`src/rtl/mac_operand_sequencer.sv`:
```
// Operand sequencer for a multiply-accumulate unit: clears the MAC, streams AccCycles operand pairs
// from two memories, waits for the MAC pipeline, then captures the sum. Optional abort: MAC_SEQ_ABORT_EN.
module mac_operand_sequencer #(
  parameter int bitwidthA      = 8,
  parameter int bitwidthB      = 8,
  parameter int AccCycles      = 400,  // 1 .. 2**addrWidth
  parameter int bitwidthAccRes = 25,
  parameter int addrWidth      = 9,
  parameter int MacLatency     = 2
) (
  input  logic                      clk,
  input  logic                      reset,
  input  logic                      start,
`ifdef MAC_SEQ_ABORT_EN
  input  logic                      abort,
`endif
  output logic                      busy,
  output logic                      done,
  output logic [addrWidth-1:0]      addrA,
  output logic [addrWidth-1:0]      addrB,
  input  logic [bitwidthA-1:0]      dataA,
  input  logic [bitwidthB-1:0]      dataB,
  output logic                      macClear,
  output logic                      newData,
  output logic [bitwidthA-1:0]      operandA,
  output logic [bitwidthB-1:0]      operandB,
  input  logic [bitwidthAccRes-1:0] AccResult,
  output logic [bitwidthAccRes-1:0] result,
  output logic                      resultValid,
  output logic [2:0]                dbg_state
);

  typedef enum logic [2:0] {IDLE, CLEAR, FETCH, DRAIN, CAPTURE} state_t;

  localparam int DrainW = (MacLatency > 0) ? $clog2(MacLatency + 1) : 1;
  localparam logic [addrWidth-1:0] LastAddr  = addrWidth'(AccCycles - 1);
  localparam logic [DrainW-1:0]    LastDrain = DrainW'(MacLatency);

  state_t                    state_q, state_d;
  logic [addrWidth-1:0]      addr_q, addr_d;
  logic [DrainW-1:0]         drain_q, drain_d;
  logic                      new_data_q, new_data_d;
  logic [bitwidthAccRes-1:0] result_q, result_d;
  logic                      result_valid_q, result_valid_d;
  logic                      abort_req;

`ifdef MAC_SEQ_ABORT_EN
  assign abort_req = abort;
`else
  assign abort_req = 1'b0;
`endif

  // Handshake: start is sampled only in IDLE; busy is high from CLEAR through CAPTURE; done pulses
  // for the single CAPTURE cycle. newData is a one-cycle-per-product strobe with no back-pressure.
  always_comb begin
    state_d        = state_q;
    addr_d         = addr_q;
    drain_d        = drain_q;
    new_data_d     = 1'b0;
    result_d       = result_q;
    result_valid_d = result_valid_q;
    case (state_q)
      IDLE: begin
        if (start) begin
          state_d        = CLEAR;
          result_valid_d = 1'b0;
        end
      end
      CLEAR: begin
        state_d = FETCH;
        addr_d  = '0;
      end
      FETCH: begin
        // Data for this address returns next cycle, which is when the product strobe fires.
        new_data_d = 1'b1;
        if (addr_q == LastAddr) begin
          state_d = DRAIN;
          addr_d  = '0;
          drain_d = '0;
        end else begin
          addr_d = addr_q + 1'b1;
        end
      end
      DRAIN: begin
        if (drain_q == LastDrain) begin
          state_d        = CAPTURE;
          drain_d        = '0;
          result_d       = AccResult;
          result_valid_d = 1'b1;
        end else begin
          drain_d = drain_q + 1'b1;
        end
      end
      CAPTURE: state_d = IDLE;
      default: state_d = IDLE;
    endcase
    if (abort_req && (state_q == CLEAR || state_q == FETCH || state_q == DRAIN)) begin
      state_d        = IDLE;
      addr_d         = '0;
      drain_d        = '0;
      new_data_d     = 1'b0;
      result_valid_d = 1'b0;
    end
  end

  always_ff @(posedge clk or negedge reset) begin
    if (!reset) begin
      state_q        <= IDLE;
      addr_q         <= '0;
      drain_q        <= '0;
      new_data_q     <= 1'b0;
      result_q       <= '0;
      result_valid_q <= 1'b0;
    end else begin
      state_q        <= state_d;
      addr_q         <= addr_d;
      drain_q        <= drain_d;
      new_data_q     <= new_data_d;
      result_q       <= result_d;
      result_valid_q <= result_valid_d;
    end
  end

  assign busy        = (state_q != IDLE);
  assign done        = (state_q == CAPTURE);
  assign macClear    = (state_q == CLEAR);
  assign newData     = new_data_q;
  assign addrA       = addr_q;
  assign addrB       = addr_q;
  assign operandA    = new_data_q ? dataA : '0;
  assign operandB    = new_data_q ? dataB : '0;
  assign result      = result_q;
  assign resultValid = result_valid_q;
  assign dbg_state   = state_q;

endmodule
```
`config.mk`:
```
export PLATFORM = sky130hd
export DESIGN_NAME = mac_operand_sequencer
export DESIGN_NICKNAME = d
export VERILOG_FILES = /design/src/rtl/mac_operand_sequencer.sv
export SDC_FILE = /design/constraint.sdc
export NUM_CORES = 1
export LEC_CHECK = 0
export BUFFER_PORTS_ARGS = -buffer_cell sky130_fd_sc_hd__buf_2
export CAP_MARGIN = 20
export CELL_PAD_IN_SITES_DETAIL_PLACEMENT = 2
export CELL_PAD_IN_SITES_GLOBAL_PLACEMENT = 2
export CORE_MARGIN = 3
export CORE_UTILIZATION = 28
export DETAILED_ROUTE_END_ITERATION = 12
export PLACE_DENSITY_LB_ADDON = 0.1
export SLEW_MARGIN = 15
export SYNTH_ARGS = -nofsm -noshare
export SYNTH_HDL_FRONTEND = slang
export SYNTH_SLANG_ARGS = --single-unit
```
`constraint.sdc`:
```
create_clock -name clk -period 2.9 [get_ports clk]
set_input_delay 0.145 -clock clk [delete_from_list [all_inputs] [get_ports clk]]
set_output_delay 0.145 -clock clk [all_outputs]
set_load 0.05 [all_outputs]
```
# Yosys cells after proc, flatten, opt, wreduce, memory -nomap -nowiden
# Cells that the tools add are included.
# op_classes
n_eq_ne	9
muxes	15
reduce_logical	9
add_sub_neg	2
# op_table
cell	count
$pmux W9 S2	1
$mux W8	2
$pmux W3 S4	1
$add A9 B1 Y9 const B	1
$eq A9 B9 Y1 const B	1
$mux W3	3
$mux W9	1
$eq A3 B2 Y1 const B	2
$ne A2 B2 Y1 const B	3
$reduce_and A3 Y1	2
$reduce_bool A2 Y1	3
$mux W2	2
$pmux W2 S2	1
$reduce_and A2 Y1	2
$eq A3 B1 Y1 const B	1
$eq A3 B3 Y1 const B	1
$logic_not A3 Y1	1
$mux W1	3
$reduce_bool A3 Y1	1
$add A2 B1 Y2 const B	1
$eq A2 B2 Y1 const B	1
$pmux W1 S2	1
# totals
elab_cells	41
out_inout_bits	67
in_bits	44
regBits	41

# Depth between registers and ports, before layout
# Gate-level depths: netlist of run 1.
# depth
word_depth	3
depth_mapped	6
ltp_nobuf	5

# Worst setup path before layout of run 1
# OpenSTA, ideal clock, no wires.
# synth_path
kind	flip-flop to flip-flop
start	reg state_q[0], in the netlist dbg_state[0]
end	reg addr_q[6], in the netlist addrA[6]
period_less_slack_ns	2.815
setup_slack_ns	0.085
stages_incl_launch_ff	6
required_ns	2.782
t_arrival_ns	2.697
setup_time_ns	0.118
n_path_buf	1
cell_sequence	dfrtp_1 -> buf_4 -> nor3b_1 -> or2_2 -> o21ai_0 -> a21o_1
# synth_between
elab_chain_len	2
word_cells_on_any_way	4
cone_classes	2 x eq/ne; 1 x mux; 1 x reduce/logical
# synth_lines
item	line	rtl
from (decl)	39	state_t state_q, state_d;
from (signal assigned)	115	state_q <= state_d;
$eq A3 B1 Y1 (*)	--	
named net macClear	23	output logic macClear,
$pmux W9 S2 / $reduce_bool A2 Y1 (equally long branches)	--	
to (signal assigned)	116	addr_q <= addr_d;
to (decl)	40	logic [addrWidth-1:0] addr_q, addr_d;
# Mark *: on every way through the listed nets, which the timed path passes. The rest lies on a longest branch.
# A chain may end at the register's enable or synchronous reset.

# Final worst setup path of run 1
# layout_path
start	reg state_q[0], in the netlist dbg_state[0]
end	reg result_q[4], in the netlist result[4]
# layout_between
elab_chain_len	2
# layout_lines
item	line	rtl
$eq A3 B2 Y1	62	case (state_q)
$reduce_and A2 Y1 (no line)	--	
to (signal assigned)	119	result_q <= result_d;
to (decl)	43	logic [bitwidthAccRes-1:0] result_q, result_d;
# No other way between the ends.

==> flow_metrics.env, run 1 <==
export IMPL_cts_buffer_depth=2
export IMPL_endpoint_kind="flop"
export IMPL_whs_ps=-13.3
export IMPL_cp_max_fo=26
export IMPL_power_frac_comb=0.595
export IMPL_wl_mm=5.49
export IMPL_die_area_mm2=0.00804
export IMPL_cellInternalPower_w=0.00166
export IMPL_setup_tns_ps=0
export IMPL_fin_nets=308
export IMPL_period_share=0.617
export IMPL_multi_input_area_um2=800
export IMPL_regArea_mm2=0.00103
export IMPL_rows=29
export IMPL_grt_pass1_wl_mm=9.07
export IMPL_status="finished, violations left"
export IMPL_antenna_found_initial=0
export IMPL_synth_fp_nets=206
export IMPL_grt_pass1_vias=1794
export IMPL_cp_data_required_time_ps=3080
export IMPL_cts_sinks=41
export IMPL_grt_max_degree=42
export IMPL_drive_gt1_frac=0.564
export IMPL_cts_tree="yes"
export IMPL_wire_per_inst_um=15.4
export IMPL_die_y_um=89.7
export IMPL_finalPower_w=0.00365
export IMPL_relSlewSlack=0.377
export IMPL_clk_latency_ps=290
export IMPL_core_mm2=0.00657
export IMPL_ys_seq_elements=41
export IMPL_ant_nets=0
export IMPL_post_route_min_period_ps=1790
export IMPL_clk_pin_slew_worst_paths_ps=90
export IMPL_drc_errors=0
export IMPL_power_switching_w=0.00200
export IMPL_setup_violations=0
export IMPL_vias=1631
export IMPL_area_growth_pct=33.9
export IMPL_hp_class="input port to async pin"
export IMPL_worst_ep_arrival_time_ps=1970
export IMPL_initial_core_util=0.298
export IMPL_syn_area_mm2=0.00196
export IMPL_hold_viol=12
export IMPL_crit_type="flop to flop"
export IMPL_place_congestion=0.681
export IMPL_overflow=0
export IMPL_p_leak_nw=1.38
export IMPL_pin_count=111
export IMPL_yosysWarnings=0
export IMPL_dp_hpwl_mm=4.18
export IMPL_cts_setup_buffers=0
export IMPL_power_per_cell_area_mw_per_mm2=1390
export IMPL_cap_violations=0
export IMPL_timing_fmax_mhz=559
export IMPL_fin_skew_ps=8.52
export IMPL_p_seq_frac=0.277
export IMPL_postCtsHoldBufs=0
export IMPL_root_buffer="clkbuf_8"
export IMPL_rsz0062_at_grt="false"
export IMPL_via_per_inst=4.57
export IMPL_cts_resized=0
export IMPL_numPortBuffers=110
export IMPL_numCtsBuffers=5
export IMPL_yosysSeqAreaShare=0.524
export IMPL_postSynthAreaPerCell_um2=12.2
export IMPL_htreeDepth=2
export IMPL_drtPass1Iterations=4
export IMPL_slew_viol_final=0
export IMPL_ir_worst_vdd_v=0.000548
export IMPL_tightest_slew_ps=935
export IMPL_drt_iter0_drc=39
export IMPL_violations="hold timing"
export IMPL_n_antenna_cell=0
export IMPL_synth_cell_types=34
export IMPL_netlist_instances=161
export IMPL_nFillCells=730
export IMPL_power_share_switching=0.546
export IMPL_startpoint_type="flop"
export IMPL_die_w_um=89.7
export IMPL_pwr_share_clk=0.128
export IMPL_track_usage=0.145
-- path summary, 6_finish.rpt --
| check | slack (ps) | cells past startpoint | end | start |
|---|---|---|---|---|
| min in group clk | 80 | 2 | result[14]$_DFFE_PN0P_ | AccResult[14] |
| worst max register to register | 1110 | 4 | result[4]$_DFFE_PN0P_ | dbg_state[0]$_DFFE_PN0P_ |
| worst max-delay path | 1110 | 4 | result[4]$_DFFE_PN0P_ | dbg_state[0]$_DFFE_PN0P_ |
| worst min register to register | 510 | 1 | result[14]$_DFFE_PN0P_ | result[14]$_DFFE_PN0P_ |
| max in group asynchronous | 2320 | 1 | addrA[1]$_DFFE_PN0P_ | reset |
| worst min-delay path | -10 | 1 | addrA[3]$_DFFE_PN0P_ | reset |
-- per-layer routing --
metal | part of all wire | vias up | routed length, um | global-route usage
met1 | 0.43 | 801 | 2340 | 0.182
met3 | 0.11 | 2 | 586 | 0.0575
met4 | 0.0049 | 0 | 27 | 0.0325
li1 | - | 757 | - | -
met2 | 0.46 | 71 | 2540 | 0.236
met5 | 0 | - | 0 | 0
-- per-stage QoR --
step | setup slack [ps] | instance area (um^2) | hold slack (ps) | utilization | instances
2_1_floorplan | 84.8 | 1960 | -151 | - | 161
3_3_place_gp | 1120 | 2510 | 363 | 0.382 | 349
3_5_place_dp | 1100 | 2510 | 341 | 0.382 | 349
4_1_cts | 1070 | 2620 | 24.0 | 0.400 | 357
5_1_grt | 965 | 2620 | 64.8 | 0.400 | 357
6_report | 1110 | 2620 | -13.3 | 0.400 | 357
-- logic make-up (layout without fill, tap and decap cells) --
group,after synthesis,count (layout),share of synthesized area
muxes,25,25,0.144
AOI/OAI and AO/OA,28,28,0.103
adders and majority gates,1,1,0.00638
DFF,41,41,0.524
and+or+nand+nor,49,49,0.155
buffers and inverters,17,120,0.0683
-- state kept, by name, summed over array words and instances, names as in the netlist --
signal / cells
dbg_state: 3
result: 25
addrA: 9
newData: 1
drain_q: 2
resultValid: 1
-- cell type report --
class                   count  area share
clock buffers               5      0.0262
clock inverters             3      0.0176
inverters                   1     0.00334
multi-input cells         103       0.305
flip-flops and latches     41       0.391
well taps                  93      0.0443
repair buffers            111       0.213
-- power by group through the flow --
stage                     sequential (W)  combinational [W]  clock [W]
after floorplan                  0.00177           0.000980          0
after global placement           0.00102            0.00218          0
after detailed placement         0.00103            0.00220          0
after CTS                        0.00102            0.00220   0.000497
after global routing             0.00107            0.00231   0.000521
final                            0.00101            0.00218   0.000467
-- cell usage in the layout, fill, tap and decap left out, types with 2 or more instances in the layout --
cell | Yosys | routed
buf_2 | 1 | 110
and3_1 | 4 | 4
nand2_1 | 4 | 4
a21oi_1 | 3 | 3
o21ai_0 | 8 | 8
mux2_2 | 25 | 25
clkinv_4 | 1 | 2
a41oi_1 | 2 | 2
a31oi_1 | 3 | 3
nor3b_1 | 5 | 5
nor2_1 | 9 | 9
clkbuf_8 | 0 | 5
nor2b_1 | 2 | 2
and2_1 | 16 | 16
dfrtp_1 | 41 | 41
a31o_1 | 2 | 2
a21o_1 | 5 | 5
-- worst max-delay path, cell delays in order (launching register included) --
cell and delay [ps]:
dfrtp_1 550, nand2_1 170, nor3b_4 210, buf_4 340
mux2_2 380
-- synth_stat cells --
cell	count	share of area
dfrtp_1	41	0.52
mux2_2	25	0.14
and2_1	16	0.051
buf_4	11	0.042
nor2_1	9	0.017
o21ai_0	8	0.020
a21o_1	5	0.019
nor3b_1	5	0.019
and3_1	4	0.013
nand2_1	4	0.0077
a21oi_1	3	0.0077
a31oi_1	3	0.0096
buf_6	3	0.017
a31o_1	2	0.0089
a41oi_1	2	0.0089
nor2b_1	2	0.0064
a22o_1	1	0.0045
a32o_1	1	0.0051
and2b_1	1	0.0038
and3b_1	1	0.0045
buf_2	1	0.0026
clkbuf_1	1	0.0019
clkinv_4	1	0.0045
ha_1	1	0.0064
nand3_1	1	0.0026
nand4bb_1	1	0.0057
nor3_1	1	0.0026
nor3b_4	1	0.0096
o211ai_1	1	0.0038
o21bai_1	1	0.0038
o31ai_4	1	0.011
or2_2	1	0.0032
or3_1	1	0.0032
or3b_4	1	0.0057
(Power assumes the default switching activity.)
==> run 2, diff against run 1 <==
--- a/config.mk
+++ b/config.mk
@@ -10,7 +10,7 @@
 export CELL_PAD_IN_SITES_DETAIL_PLACEMENT = 2
 export CELL_PAD_IN_SITES_GLOBAL_PLACEMENT = 2
 export CORE_MARGIN = 3
-export CORE_UTILIZATION = 28
+export CORE_UTILIZATION = 23
 export DETAILED_ROUTE_END_ITERATION = 12
 export PLACE_DENSITY_LB_ADDON = 0.1
 export SLEW_MARGIN = 15
==> constraint.sdc (replaced) <==
create_clock -name clk -period 1.5 [get_ports clk]
set_input_delay 0.075 -clock clk [delete_from_list [all_inputs] [get_ports clk]]
set_output_delay 0.075 -clock clk [all_outputs]
set_load 0.05 [all_outputs]
==> flow_metrics.env, run 2 (synthesis results as in run 1) <==
export IMPL_setup_violations=23
export IMPL_ant_nets=0
export IMPL_violations="setup timing"
export IMPL_ir_worst_vdd_v=0.00120
export IMPL_slew_viol_final=0
export IMPL_crit_family="flip-flops"
export IMPL_drtPass1Iterations=3
export IMPL_largest_reg_flops=25
export IMPL_overflow=0
export IMPL_status="finished, violations left"
export IMPL_crit_type="flop to flop"
export IMPL_die_area_mm2=0.00966
export IMPL_clk_latency_ps=290
export IMPL_fin_nets=357
export IMPL_regArea_mm2=0.00104
export IMPL_r2r_start="drain_q[0]$_DFFE_PN0P_"
export IMPL_core_mm2=0.00826
export IMPL_htreeDepth=2
export IMPL_finish_utilization=0.399
export IMPL_antenna_found_initial=0
export IMPL_hold_viol=0
export IMPL_cts_sinks=41
export IMPL_grt_pass1_wl_mm=10.4
export IMPL_p_leak_nw=1.71
export IMPL_dp_hpwl_mm=4.80
export IMPL_pin_count=111
export IMPL_hp_class="input port to flop"
export IMPL_slowest_delay_ps=390
export IMPL_vias=1826
export IMPL_hp_start="AccResult[2]"
export IMPL_period_share=1.02
export IMPL_mostFrequentLayoutCell="buf_2"
export IMPL_grt_max_degree=42
export IMPL_multi_input_area_um2=967
export IMPL_post_route_min_period_ps=1530
export IMPL_cp_slowest_cell="dfrtp_1"
export IMPL_die_w_um=98.3
export IMPL_layout_common_cells="108 x buf_2, 31 x dfrtp_1, 29 x buf_4, 25 x mux2_4, 16 x and2_1"
export IMPL_cts_tree="yes"
export IMPL_rsz0062_at_grt="true"
export IMPL_grt_pass1_vias=2048
export IMPL_power_per_cell_area_mw_per_mm2=2490
export IMPL_drt_iter0_drc=22
export IMPL_place_congestion=0.711
export IMPL_cp_max_fo=13
export IMPL_cp_data_required_time_ps=1680
export IMPL_clk_pin_slew_worst_paths_ps=90
export IMPL_rrSetupSlack_ps=-30
export IMPL_rows=33
export IMPL_cts_buffer_depth=2
export IMPL_drive_gt1_frac=0.652
export IMPL_finalPower_w=0.00822
export IMPL_wire_per_inst_um=16.7
export IMPL_die_y_um=98.3
export IMPL_endpoint_kind="flop"
export IMPL_startpoint_type="flop"
export IMPL_wl_mm=6.97
export IMPL_stdcell_area_mm2=0.00330
export IMPL_min_path_cells=2
export IMPL_tightest_slew_ps=258
export IMPL_initial_core_util=0.237
export IMPL_r2r_end="result[21]$_DFFE_PN0P_"
export IMPL_worst_path_buf_inv=2
export IMPL_relSlewSlack=0.826
export IMPL_timing_fmax_mhz=654
export IMPL_via_per_inst=4.37
export IMPL_worst_ep_arrival_time_ps=1710
export IMPL_nFillCells=887
export IMPL_root_buffer="clkbuf_8"
export IMPL_crit_chain="and2b_1 > nor3b_4 > buf_6 > buf_12 > mux2_4"
export IMPL_cap_violations=0
export IMPL_numCtsBuffers=5
export IMPL_fin_skew_ps=4.81
export IMPL_drc_errors=0
export IMPL_reg2reg_depth=5
export IMPL_track_usage=0.133
export IMPL_timing_final_ws_setup_ps=-29.6
export IMPL_n_antenna_cell=0
export IMPL_numPortBuffers=110
export IMPL_area_growth_pct=68.2
export IMPL_whs_endpoint="result[2]$_DFFE_PN0P_"
export IMPL_placed_cell_area_mm2=0.00277
-- run 2: cell types whose count changed in the layout (fill, tap and decap cells not counted), moves of 3 or more --
cell | previous run | this run
o21ai_1 | 0 | 3
o21ai_2 | 0 | 3
mux2_4 | 0 | 25
nor3b_1 | 5 | 2
dfrtp_1 | 41 | 31
dlygate4sd3_1 | 0 | 14
o21ai_0 | 8 | 2
buf_4 | 1 | 29
buf_6 | 0 | 5
dfrtp_2 | 0 | 10
mux2_2 | 25 | 0
-- run 2: area by class of cell --
class | instances | area share
Clock buffer | 5 | 0.0209
Sequential cell | 41 | 0.315
Timing Repair Buffer | 160 | 0.314
Tap cell | 105 | 0.0399
Inverter | 1 | 0.00266
Clock inverter | 3 | 0.0140
Multi-Input combinational cell | 103 | 0.293
-- run 2: what timing repair did --
item	in CTS	in global routing
setup endpoints to repair	29	43
hold buffers	3	11
buffers inserted	4	6
pin swaps	4	3
resized for setup	7	36
cloned	0	2
hold endpoints to repair	43	11
-- run 2: worst max-delay path by stage --
stage	from	end	slack (ps)	cells after the start
2_1_floorplan	dbg_state[0]$_DFFE_PN0P_	addrA[2]$_DFFE_PN0P_	-310	5
3_3_place_gp	addrA[4]$_DFFE_PN0P_	addrA[5]$_DFFE_PN0P_	-10	4
3_5_place_dp	addrA[4]$_DFFE_PN0P_	addrA[6]$_DFFE_PN0P_	-100	4
4_1_cts	drain_q[0]$_DFFE_PN0P_	result[6]$_DFFE_PN0P_	-20	4
5_1_grt	dbg_state[2]$_DFFE_PN0P_	addrA[5]$_DFFE_PN0P_	-90	6
6_report	drain_q[0]$_DFFE_PN0P_	result[21]$_DFFE_PN0P_	-30	5
-- run 2: stage by stage --
stage	hold slack, ps	setup TNS, ps	instances	setup slack (ps)
after floorplan	-221	-8560	161	-305
after global placement	70.0	-16.1	384	-10.0
after detailed placement	74.9	-276	384	-102
after global routing	4.54	-1290	418	-90.2
final	11.6	-393	418	-29.6
after CTS	1.30	-233	399	-17.4
-- run 2: where the power goes --
group | internal [W] | switching, W
clock | 0.000499 | 0.000431
sequential | 0.00159 | 0.000329
combinational | 0.00193 | 0.00345
-- run 2: routing by layer --
layer	track usage	wire, um	part of all wire
met3	0.0350	321	0.046
met5	0	0	0
met2	0.247	3730	0.54
met4	0.0284	70	0.010
met1	0.152	2840	0.41
-- run 2: worst register-to-register path, delay by kind of cell, from the launching register on --
family | cells | cell delay (ps)
buffers and inverters | 2 | 330
DFF | 1 | 390
muxes | 1 | 320
and+or+nand+nor | 2 | 390
